$ cat src/rtl/keypad_entry_if.sv
// Result handshake between the keypad entry block and the CPU's MMIO input port.
interface keypad_entry_if;
    logic [31:0] out_data;
    logic        out_valid;
    logic        out_ready;

    modport master (output out_data, output out_valid, input out_ready);
    modport slave  (input out_data, input out_valid, output out_ready);
endinterface

$ cat src/rtl/keypad_entry.sv
// Keypad key-code filter, decimal entry editor and serial BCD-to-binary converter
// feeding a valid/ready result port.
module keypad_entry #(
    parameter int         MAX_DIGITS    = 8,
    parameter int         STABLE_CYCLES = 16,
    parameter logic [3:0] ENTER_KEY     = 4'hF,
    parameter logic [3:0] BKSP_KEY      = 4'hE,
    parameter logic [3:0] CLEAR_KEY     = 4'hA
) (
    input  logic                 clk,
    input  logic                 rst,
    input  logic [4:0]           key_in,
    keypad_entry_if.master       cpu,
    output logic [31:0]          bcd,
    output logic [3:0]           digit_cnt,
    output logic                 busy,
    output logic                 full
);
    localparam logic [4:0] NO_KEY = 5'b10000;
    localparam int         CW     = $clog2(STABLE_CYCLES + 1);

    typedef enum logic [1:0] {ENTRY, CONVERT, HOLD} state_t;

    logic [4:0]    sync1_q, sync2_q;
    logic [4:0]    cand_q, cand_d;
    logic [CW-1:0] cnt_q, cnt_d;
    logic [4:0]    filt_q, filt_d;
    logic          ev_q, ev_d;
    logic [3:0]    ev_key_q, ev_key_d;

    state_t        state_q, state_d;
    logic [31:0]   bcd_q, bcd_d;
    logic [3:0]    digit_cnt_q, digit_cnt_d;
    logic [2:0]    idx_q, idx_d;
    logic [31:0]   acc_q, acc_d;
    logic [31:0]   out_data_q, out_data_d;
    logic          out_valid_q, out_valid_d;
    logic          busy_q, busy_d;
    logic          full_q, full_d;

    logic [31:0]   acc_next;
    logic [31:0]   dig_shift;

    // Input filter: a code becomes the filtered code once seen STABLE_CYCLES times in a row
    always_comb begin
        cand_d = cand_q;
        cnt_d  = cnt_q;
        filt_d = filt_q;
        if (sync2_q != cand_q) begin
            cand_d = sync2_q;
            cnt_d  = CW'(1);
        end else if (cnt_q != CW'(STABLE_CYCLES)) begin
            cnt_d = cnt_q + CW'(1);
        end
        if (cnt_d == CW'(STABLE_CYCLES))
            filt_d = cand_d;
        ev_d     = filt_q[4] & ~filt_d[4];
        ev_key_d = filt_d[3:0];
    end

    always_ff @(posedge clk or posedge rst) begin
        if (rst) begin
            sync1_q  <= NO_KEY;
            sync2_q  <= NO_KEY;
            cand_q   <= NO_KEY;
            cnt_q    <= '0;
            filt_q   <= NO_KEY;
            ev_q     <= 1'b0;
            ev_key_q <= 4'h0;
        end else begin
            sync1_q  <= key_in;
            sync2_q  <= sync1_q;
            cand_q   <= cand_d;
            cnt_q    <= cnt_d;
            filt_q   <= filt_d;
            ev_q     <= ev_d;
            ev_key_q <= ev_key_d;
        end
    end

    // Oldest digit sits at nibble digit_cnt-1; idx walks it down to nibble 0
    assign dig_shift = bcd_q >> {idx_q, 2'b00};
    assign acc_next  = (acc_q << 3) + (acc_q << 1) + {28'h0, dig_shift[3:0]};

    always_comb begin
        state_d     = state_q;
        bcd_d       = bcd_q;
        digit_cnt_d = digit_cnt_q;
        idx_d       = idx_q;
        acc_d       = acc_q;
        out_data_d  = out_data_q;
        out_valid_d = out_valid_q;
        unique case (state_q)
            ENTRY: begin
                if (ev_q) begin
                    if (ev_key_q == ENTER_KEY) begin
                        if (digit_cnt_q != 4'd0) begin
                            acc_d   = '0;
                            idx_d   = 3'(digit_cnt_q - 4'd1);
                            state_d = CONVERT;
                        end
                    end else if (ev_key_q == BKSP_KEY) begin
                        bcd_d = bcd_q >> 4;
                        if (digit_cnt_q != 4'd0)
                            digit_cnt_d = digit_cnt_q - 4'd1;
                    end else if (ev_key_q == CLEAR_KEY) begin
                        bcd_d       = '0;
                        digit_cnt_d = '0;
                    end else if (ev_key_q < 4'd10 && digit_cnt_q < 4'(MAX_DIGITS)) begin
                        bcd_d       = {bcd_q[27:0], ev_key_q};
                        digit_cnt_d = digit_cnt_q + 4'd1;
                    end
                end
            end
            CONVERT: begin
                acc_d = acc_next;
                if (idx_q == 3'd0) begin
                    out_data_d  = acc_next;
                    out_valid_d = 1'b1;
                    state_d     = HOLD;
                end else begin
                    idx_d = idx_q - 3'd1;
                end
            end
            HOLD: begin
                if (cpu.out_ready) begin
                    out_valid_d = 1'b0;
                    bcd_d       = '0;
                    digit_cnt_d = '0;
                    state_d     = ENTRY;
                end
            end
            default: state_d = ENTRY;
        endcase
        busy_d = (state_d != ENTRY);
        full_d = (digit_cnt_d == 4'(MAX_DIGITS));
    end

    always_ff @(posedge clk or posedge rst) begin
        if (rst) begin
            state_q     <= ENTRY;
            bcd_q       <= '0;
            digit_cnt_q <= '0;
            idx_q       <= '0;
            acc_q       <= '0;
            out_data_q  <= '0;
            out_valid_q <= 1'b0;
            busy_q      <= 1'b0;
            full_q      <= 1'b0;
        end else begin
            state_q     <= state_d;
            bcd_q       <= bcd_d;
            digit_cnt_q <= digit_cnt_d;
            idx_q       <= idx_d;
            acc_q       <= acc_d;
            out_data_q  <= out_data_d;
            out_valid_q <= out_valid_d;
            busy_q      <= busy_d;
            full_q      <= full_d;
        end
    end

    assign cpu.out_data  = out_data_q;
    assign cpu.out_valid = out_valid_q;
    assign bcd           = bcd_q;
    assign digit_cnt     = digit_cnt_q;
    assign busy          = busy_q;
    assign full          = full_q;
endmodule
$ cat src/flat_wrapper.sv
// flat-port wrapper written by rule: the top's interface ports become plain ports
module keypad_entry_flat 
#(
    parameter int         MAX_DIGITS    = 8,
    parameter int         STABLE_CYCLES = 16,
    parameter logic [3:0] ENTER_KEY     = 4'hF,
    parameter logic [3:0] BKSP_KEY      = 4'hE,
    parameter logic [3:0] CLEAR_KEY     = 4'hA
)
  (clk, rst, key_in, bcd, digit_cnt, busy, full, cpu_out_data, cpu_out_valid, cpu_out_ready);
  keypad_entry_if cpu_i ();
  input  logic clk;
  input  logic rst;
  input  logic [4:0] key_in;
  output logic [31:0] bcd;
  output logic [3:0] digit_cnt;
  output logic busy;
  output logic full;
  output wire logic [$bits(cpu_i.out_data)-1:0] cpu_out_data;
  output wire logic [$bits(cpu_i.out_valid)-1:0] cpu_out_valid;
  input wire logic [$bits(cpu_i.out_ready)-1:0] cpu_out_ready;
  assign cpu_out_data = cpu_i.out_data;
  assign cpu_out_valid = cpu_i.out_valid;
  assign cpu_i.out_ready = cpu_out_ready;
  keypad_entry #(.MAX_DIGITS(MAX_DIGITS), .STABLE_CYCLES(STABLE_CYCLES), .ENTER_KEY(ENTER_KEY), .BKSP_KEY(BKSP_KEY), .CLEAR_KEY(CLEAR_KEY)) u_core (.clk(clk), .rst(rst), .key_in(key_in), .cpu(cpu_i), .bcd(bcd), .digit_cnt(digit_cnt), .busy(busy), .full(full));
endmodule
$ cat config.mk
export PLATFORM = sky130hd
export DESIGN_NAME = keypad_entry_flat
export DESIGN_NICKNAME = d
export VERILOG_FILES = /design/src/rtl/keypad_entry_if.sv /design/src/rtl/keypad_entry.sv /design/src/flat_wrapper.sv
export SDC_FILE = /design/constraint.sdc
export NUM_CORES = 1
export LEC_CHECK = 0
export ABC_AREA = 1
export CORE_AREA = 2 2 175 177
export DETAILED_ROUTE_END_ITERATION = 10
export DIE_AREA = 0 0 177 179
export MAX_ROUTING_LAYER = met4
export PLACE_DENSITY_LB_ADDON = 0.12
export SYNTH_ARGS = -nofsm -noshare
export SYNTH_HDL_FRONTEND = slang
export SYNTH_SLANG_ARGS = --single-unit
$ cat constraint.sdc
create_clock -name clk -period 8.77 [get_ports clk]
set_input_delay 1.754 -clock clk [delete_from_list [all_inputs] [get_ports clk]]
set_output_delay 1.754 -clock clk [all_outputs]
set_load 0.02 [all_outputs]
# Word-level counts from Yosys, hierarchy flattened
# Index checks and enable logic that the tools add are counted.
[op_classes]
shift = 1
n_reduce_logical = 13
n_bitwise = 2
div = 0
eq_ne = 17
n_lt_le_gt_ge = 2
mul = 0
n_mux = 37
add_sub_neg = 6
[ops]
columns = ["op", "n"]
rows = [
  ["$mux W32", 6],
  ["$mux W31", 3],
  ["$pmux W32 S2", 1],
  ["$pmux W31 S2", 1],
  ["$add A32 B32 Y32", 1],
  ["$add A32 B4 Y32", 1],
  ["$shr A32 B5 Y4", 1],
  ["$mux W4", 7],
  ["$mux W5", 4],
  ["$eq A4 B4 Y1 const B", 4],
  ["$mux W3", 4],
  ["$mux W2", 5],
  ["$reduce_and A5 Y1", 2],
  ["$lt A4 B4 Y1 const B", 2],
  ["$ne A2 B1 Y1 const B", 4],
  ["$pmux W4 S2", 1],
  ["$reduce_bool A2 Y1", 4],
  ["$ne A2 B2 Y1 const B", 3],
  ["$pmux W2 S3", 1],
  ["$pmux W3 S2", 1],
  ["$add A5 B1 Y5 const B", 1],
  ["$eq A5 B5 Y1 const B", 1],
  ["$ne A5 B5 Y1", 1],
  ["$ne A5 B5 Y1 const B", 1],
  ["other kinds (17)", 18],
]
[totals]
inputBits = 8
regBits = 137
ram_bits = 0
memories = 0
latch_bits = 0
mem_bits_ro = 0
out_inout_bits = 71
wordCells = 94

# Depth between registers and ports, before layout
[depth]
ltp_word = 9
depth_mapped = 21
depth_no_buf = 19

# Least setup slack after synthesis
# OpenSTA, ideal clock, no wires.
[synth_path]
path_kind = "flip-flop to flip-flop"
start = "reg u_core.idx_q[0]"
end = "reg u_core.acc_q[30]"
stages_incl_launch_ff = 20
period_less_slack_ps = 3016
setup_time_ps = 118
required_ps = 8652
setup_slack_ps = 5754
arrival_ps = 2898
n_path_buf = 2
path_cell_list = "dfrtp_1 -> buf_2 -> inv_1 -> clkbuf_1 -> a21oi_1 -> o21ai_0 -> nand3_1 -> nand2_1 -> fa_1 -> fa_1 -> inv_1 -> nand3_1 -> nand3_1 -> nand3_1 -> nand3_1 -> nand2_1 -> nand2_1 -> nand2_1 -> nand3_1 -> nand2_1"
[synth_between]
elab_chain_cells = 3
[synth_lines]
columns = ["item", "line_no", "source"]
rows = [
  ["from (decl)", "keypad_entry.sv:34", "logic [2:0] idx_q, idx_d;"],
  ["from (signal assigned)", "keypad_entry.sv:154", "idx_q <= idx_d;"],
  ["$shr A32 B5 Y4", "keypad_entry.sv:82", "assign dig_shift = bcd_q >> {idx_q, 2'b00};"],
  ["$add A32 B4 Y32", "keypad_entry.sv:83", "assign acc_next = (acc_q << 3) + (acc_q << 1) + {28'h0, dig_shift[3:0]};"],
  ["$pmux W31 S2", "keypad_entry.sv:93", "unique case (state_q)"],
  ["to (signal assigned)", "keypad_entry.sv:145", "acc_q <= '0;"],
  ["to (signal assigned)", "keypad_entry.sv:155", "acc_q <= acc_d;"],
  ["to (decl)", "keypad_entry.sv:35", "logic [31:0] acc_q, acc_d;"],
]
# No other way between the ends.
# A chain may end at the register's enable or synchronous reset.

# Worst setup path in the final report
[layout_path]
start = "reg u_core.idx_q[0]"
end = "reg u_core.out_data_q[18] (netlist: u_core.cpu.out_data[18])"
[layout_between]
elab_chain_cells = 2
elab_cells_between_ends = 4
classes_between = "add/sub (1); shift (1); reduce/logical (2)"
[layout_lines]
columns = ["item", "line_no", "source"]
rows = [
  ["$shr A32 B5 Y4 or $logic_not A3 Y1 (tied branches)", "keypad_entry.sv:82, keypad_entry.sv:117", ""],
  ["$add A32 B4 Y32 or $reduce_and A2 Y1 (tied branches)", "n/a", ""],
  ["to (signal assigned)", "keypad_entry.sv:156", "out_data_q <= out_data_d;"],
  ["to (decl)", "keypad_entry.sv:36", "logic [31:0] out_data_q, out_data_d;"],
]
# Parallel ways exist; a longest one is shown, timed or not.

==> flow_metrics.py <==
metrics = {
    "timing": {
        "rsz0062_at_grt": "no",
        "fin_ws_ps": 5050,
        "setup_violations": 0,
        "finalHoldViolCount": 0,
        "tightest_slew_ps": 956,
        "maxSlewHeadroom_pct": 36.2,
        "drv_slew": 0,
        "fin_skew_ps": 16.6,
        "period_needed_ps": 3720,
        "fin_tns_setup_ps": 0,
        "period_share_pct": 42.5,
        "max_freq_mhz": 268,
    },
    "clocking": {
        "cts_setup_buffers": 0,
        "cts_tree": "yes",
        "clkTransAtPathRegs_ps": 60,
        "cts-resized-gates": 0,
        "clock_sinks": 133,
        "cts-htree-levels": 4,
        "cts_hold_buffers": 0,
        "clkLatencyLatePin_ps": 430,
        "cts_inserted_buffers": 17,
        "cts_root_buf": "clkbuf_16",
        "clock_path_buffers": 2,
    },
    "synthesis": {
        "synthTopCellsByArea": "dfrtp_1 (38%), nand2_1 (17%), ha_1 (9.3%), inv_1 (7.5%), nand3_1 (5.7%)",
        "synth-seq-cells": 133,
        "syn_avg_cell_area_sq_um": 7.43,
        "syn_area_sq_mm": 0.00857,
        "synth_cell_types": 36,
        "yosysTopAreaCellShare_pct": 37.6,
        "synthTopCellsByCount": "nand2_1 (389), inv_1 (172), dfrtp_1 (129), nand3_1 (97), ha_1 (64)",
        "ys.flop_type": "dfrtp_1",
        "synth_warnings": 0,
        "synthArstFlopShare_pct": 100,
        "yosysTopAreaCell": "dfrtp_1",
        "syn-num-nets": 1228,
        "syn_inst": 1154,
        "synth-edff-count": 0,
        "yosysMostFrequentCell": "nand2_1",
        "seq_area_frac_synth_pct": 38.9,
    },
    "global_routing": {
        "met1_usage_pct": 20.7,
        "grt_pass1_vias": 7540,
        "grt_start_max_net_pins": 77,
        "grt_use_total_pct": 16.7,
        "grt_pass1_wl_um": 40200,
        "gr-total-overflow": 0,
        "antenna_found_initial": 0,
        "met2_usage_pct": 28.3,
        "top_usage_layer": "met2",
        "met3_usage_pct": 2.46,
    },
    "power_and_ir_drop": {
        "leakagePower_nw": 5.40,
        "power.density_cell_area_mw_per_mm2": 145,
        "ir_drop_v": 0.000105,
    },
    "place": {
        "dp_slack_ps": 5070,
        "dp_hpwl_um": 17900,
        "place.gp.congestion": 0.888,
        "numPortBuffers": 78,
        "post_dp_cell_area_sq_mm": 0.00972,
        "dpl.cell_count": 1601,
    },
    "layout": {
        "n_fill_cell": 3201,
        "final_cells": 1633,
        "final_design_area_no_fill_sq_mm": 0.0103,
        "num_antenna_cells": 0,
        "num-nets-final": 1298,
        "fin_util_pct": 34.3,
        "area_delta_synth_final_pct": 20.0,
        "drive_gt1_share_pct": 7.92,
    },
    "job": {
        "drv_cap": 0,
    },
    "critical_path": {
        "critical_path_class": "register to register",
        "worstRegToRegCells": 18,
        "start_kind": "register",
        "cp_max_fo": 19,
        "crit_path_end_kind": "register",
        "required_ps": 9070,
        "crit_arrival_ps": 4030,
    },
    "floorplanning": {
        "die_x_um": 177,
        "rows": 64,
        "floorplan.initialDensity_pct": 28.6,
        "die_h_um": 179,
        "ios": 79,
        "core_area_sq_mm": 0.0300,
        "die_area_sq_mm": 0.0317,
    },
    "drt": {
        "drtIter0Drc": 398,
        "vias": 7408,
        "wl_um": 24200,
        "avgViaCountPerCell": 4.54,
        "ant_nets": 0,
        "drc_errors": 0,
        "firstDrtPassIters": 5,
        "wire_per_inst_um": 14.8,
    },
    "status": {
        "run_status": "finished, final reports clean",
    },
    "min_path": {
        "hold_depth": 0,
        "hold_path.class": "register to register",
    },
}
==> worst max-delay path, cell delays in order, from the launching register on <==
cell and delay [ps]:
dfrtp_1 670, inv_1 390, a21oi_1 210, o21ai_0 100, a31oi_1 290, ha_1 200, ha_1 240, inv_1 80
fa_1 400, inv_1 110, nand3_1 80, nand3_1 160, nand2_1 70, nand2_1 140, nand3_1 150, nand2_1 100
nand2_1 60, nand3_1 90, nand2_1 60
==> report_power, final <==
group / leakage (nW) / internal (mW) / switching, mW
logic: 3.36 / 0.0528 / 0.0734
clock network: 0.269 / 0.399 / 0.321
registers: 1.78 / 0.633 / 0.0171
total: 5.40 / 1.08 / 0.412
==> state kept, by name, indices dropped and copies added (netlist names), 4 cells and up <==
signal               cells
u_core.filt_q            5
u_core.sync2_q           5
u_core.bcd              32
u_core.cnt_q             5
u_core.sync1_q           5
u_core.cand_q            5
u_core.digit_cnt         4
u_core.acc_q            31
u_core.cpu.out_data     32
==> area by class of cell <==
type	instances	area, sq um	share of cell area, %
inverters	177	674	6.56
flip-flops and latches	133	3330	32.4
clock inverters	14	140	1.36
well taps	396	495	4.82
clock buffers	18	429	4.17
multi-input cells	812	4400	42.7
repair buffers	83	818	7.96
==> metal layers <==
| layer | vias to the layer above | part of all wire (%) | wire, um |
|---|---|---|---|
| li1 | 3819 | - | - |
| met1 | 3460 | 46 | 11100 |
| met2 | 105 | 50 | 12000 |
| met3 | 24 | 2.7 | 643 |
| met4 | 0 | 1.8 | 431 |
| met5 | - | 0 | 0 |
==> placed cells by master, fill, tap and decap left out, types with 2 or more instances in the layout <==
master	netlist	routed
nand2_1	389	389
inv_1	172	171
dfrtp_1	129	129
nand3_1	97	96
clkdlybuf4s50_1	0	78
ha_1	64	64
nor2_1	45	45
o21ai_0	42	42
a21oi_1	35	35
o21ai_2	33	33
o22ai_1	26	26
clkbuf_16	0	17
xnor2_1	15	15
nand4_1	12	12
inv_6	1	8
nand3b_1	8	8
xor2_1	6	6
nand2_2	5	5
nor2_2	5	5
buf_4	0	5
inv_2	4	4
o21bai_1	4	4
clkinvlp_4	0	4
dfstp_2	4	4
nor3_1	3	3
o21ai_1	3	3
or2_2	3	3
and2_1	3	3
nor2_4	2	2
nand3_2	1	2
a21oi_4	2	2
a221oi_1	2	2
a31oi_1	2	2
fa_1	2	2
inv_8	0	2
==> cells by family after synthesis <==
group                      after synthesis  share of synthesized area [%]
AOI/OAI and AO/OA                      152                           11.3
xor gates and xnor gates                21                           2.15
adders and majority gates               66                           9.81
buffers and inverters                  209                           9.92
DFF                                    133                           38.9
and+or+nand+nor                        573                           28.0
==> path summary, 6_finish.rpt <==
check,startpoint,endpoint,slack [ps]
max in group asynchronous,rst,u_core.bcd[6]$_DFFE_PP0P_,5710
min in group asynchronous,rst,u_core.busy$_DFF_PP0_,1840
worst min-delay path,u_core.sync1_q[1]$_DFF_PP0_,u_core.sync2_q[1]$_DFF_PP0_,350
worst max-delay path,u_core.idx_q[0]$_DFFE_PP0P_,u_core.cpu.out_data[18]$_DFFE_PP0P_,5050
worst min register to register,u_core.sync1_q[1]$_DFF_PP0_,u_core.sync2_q[1]$_DFF_PP0_,350
worst max register to register,u_core.idx_q[0]$_DFFE_PP0P_,u_core.cpu.out_data[18]$_DFFE_PP0P_,5050
==> metrics by stage <==
| stage | power [mW] | hold WS (ps) |
|---|---|---|
| after global routing | 1.56 | 354 |
| final | 1.50 | 347 |
| after global placement | 0.790 | 332 |
| after detailed placement | 0.790 | 336 |
| after floorplan | 0.734 | 331 |
| after CTS | 1.53 | 350 |
Note: power is estimated with default switching activity, not from simulation.
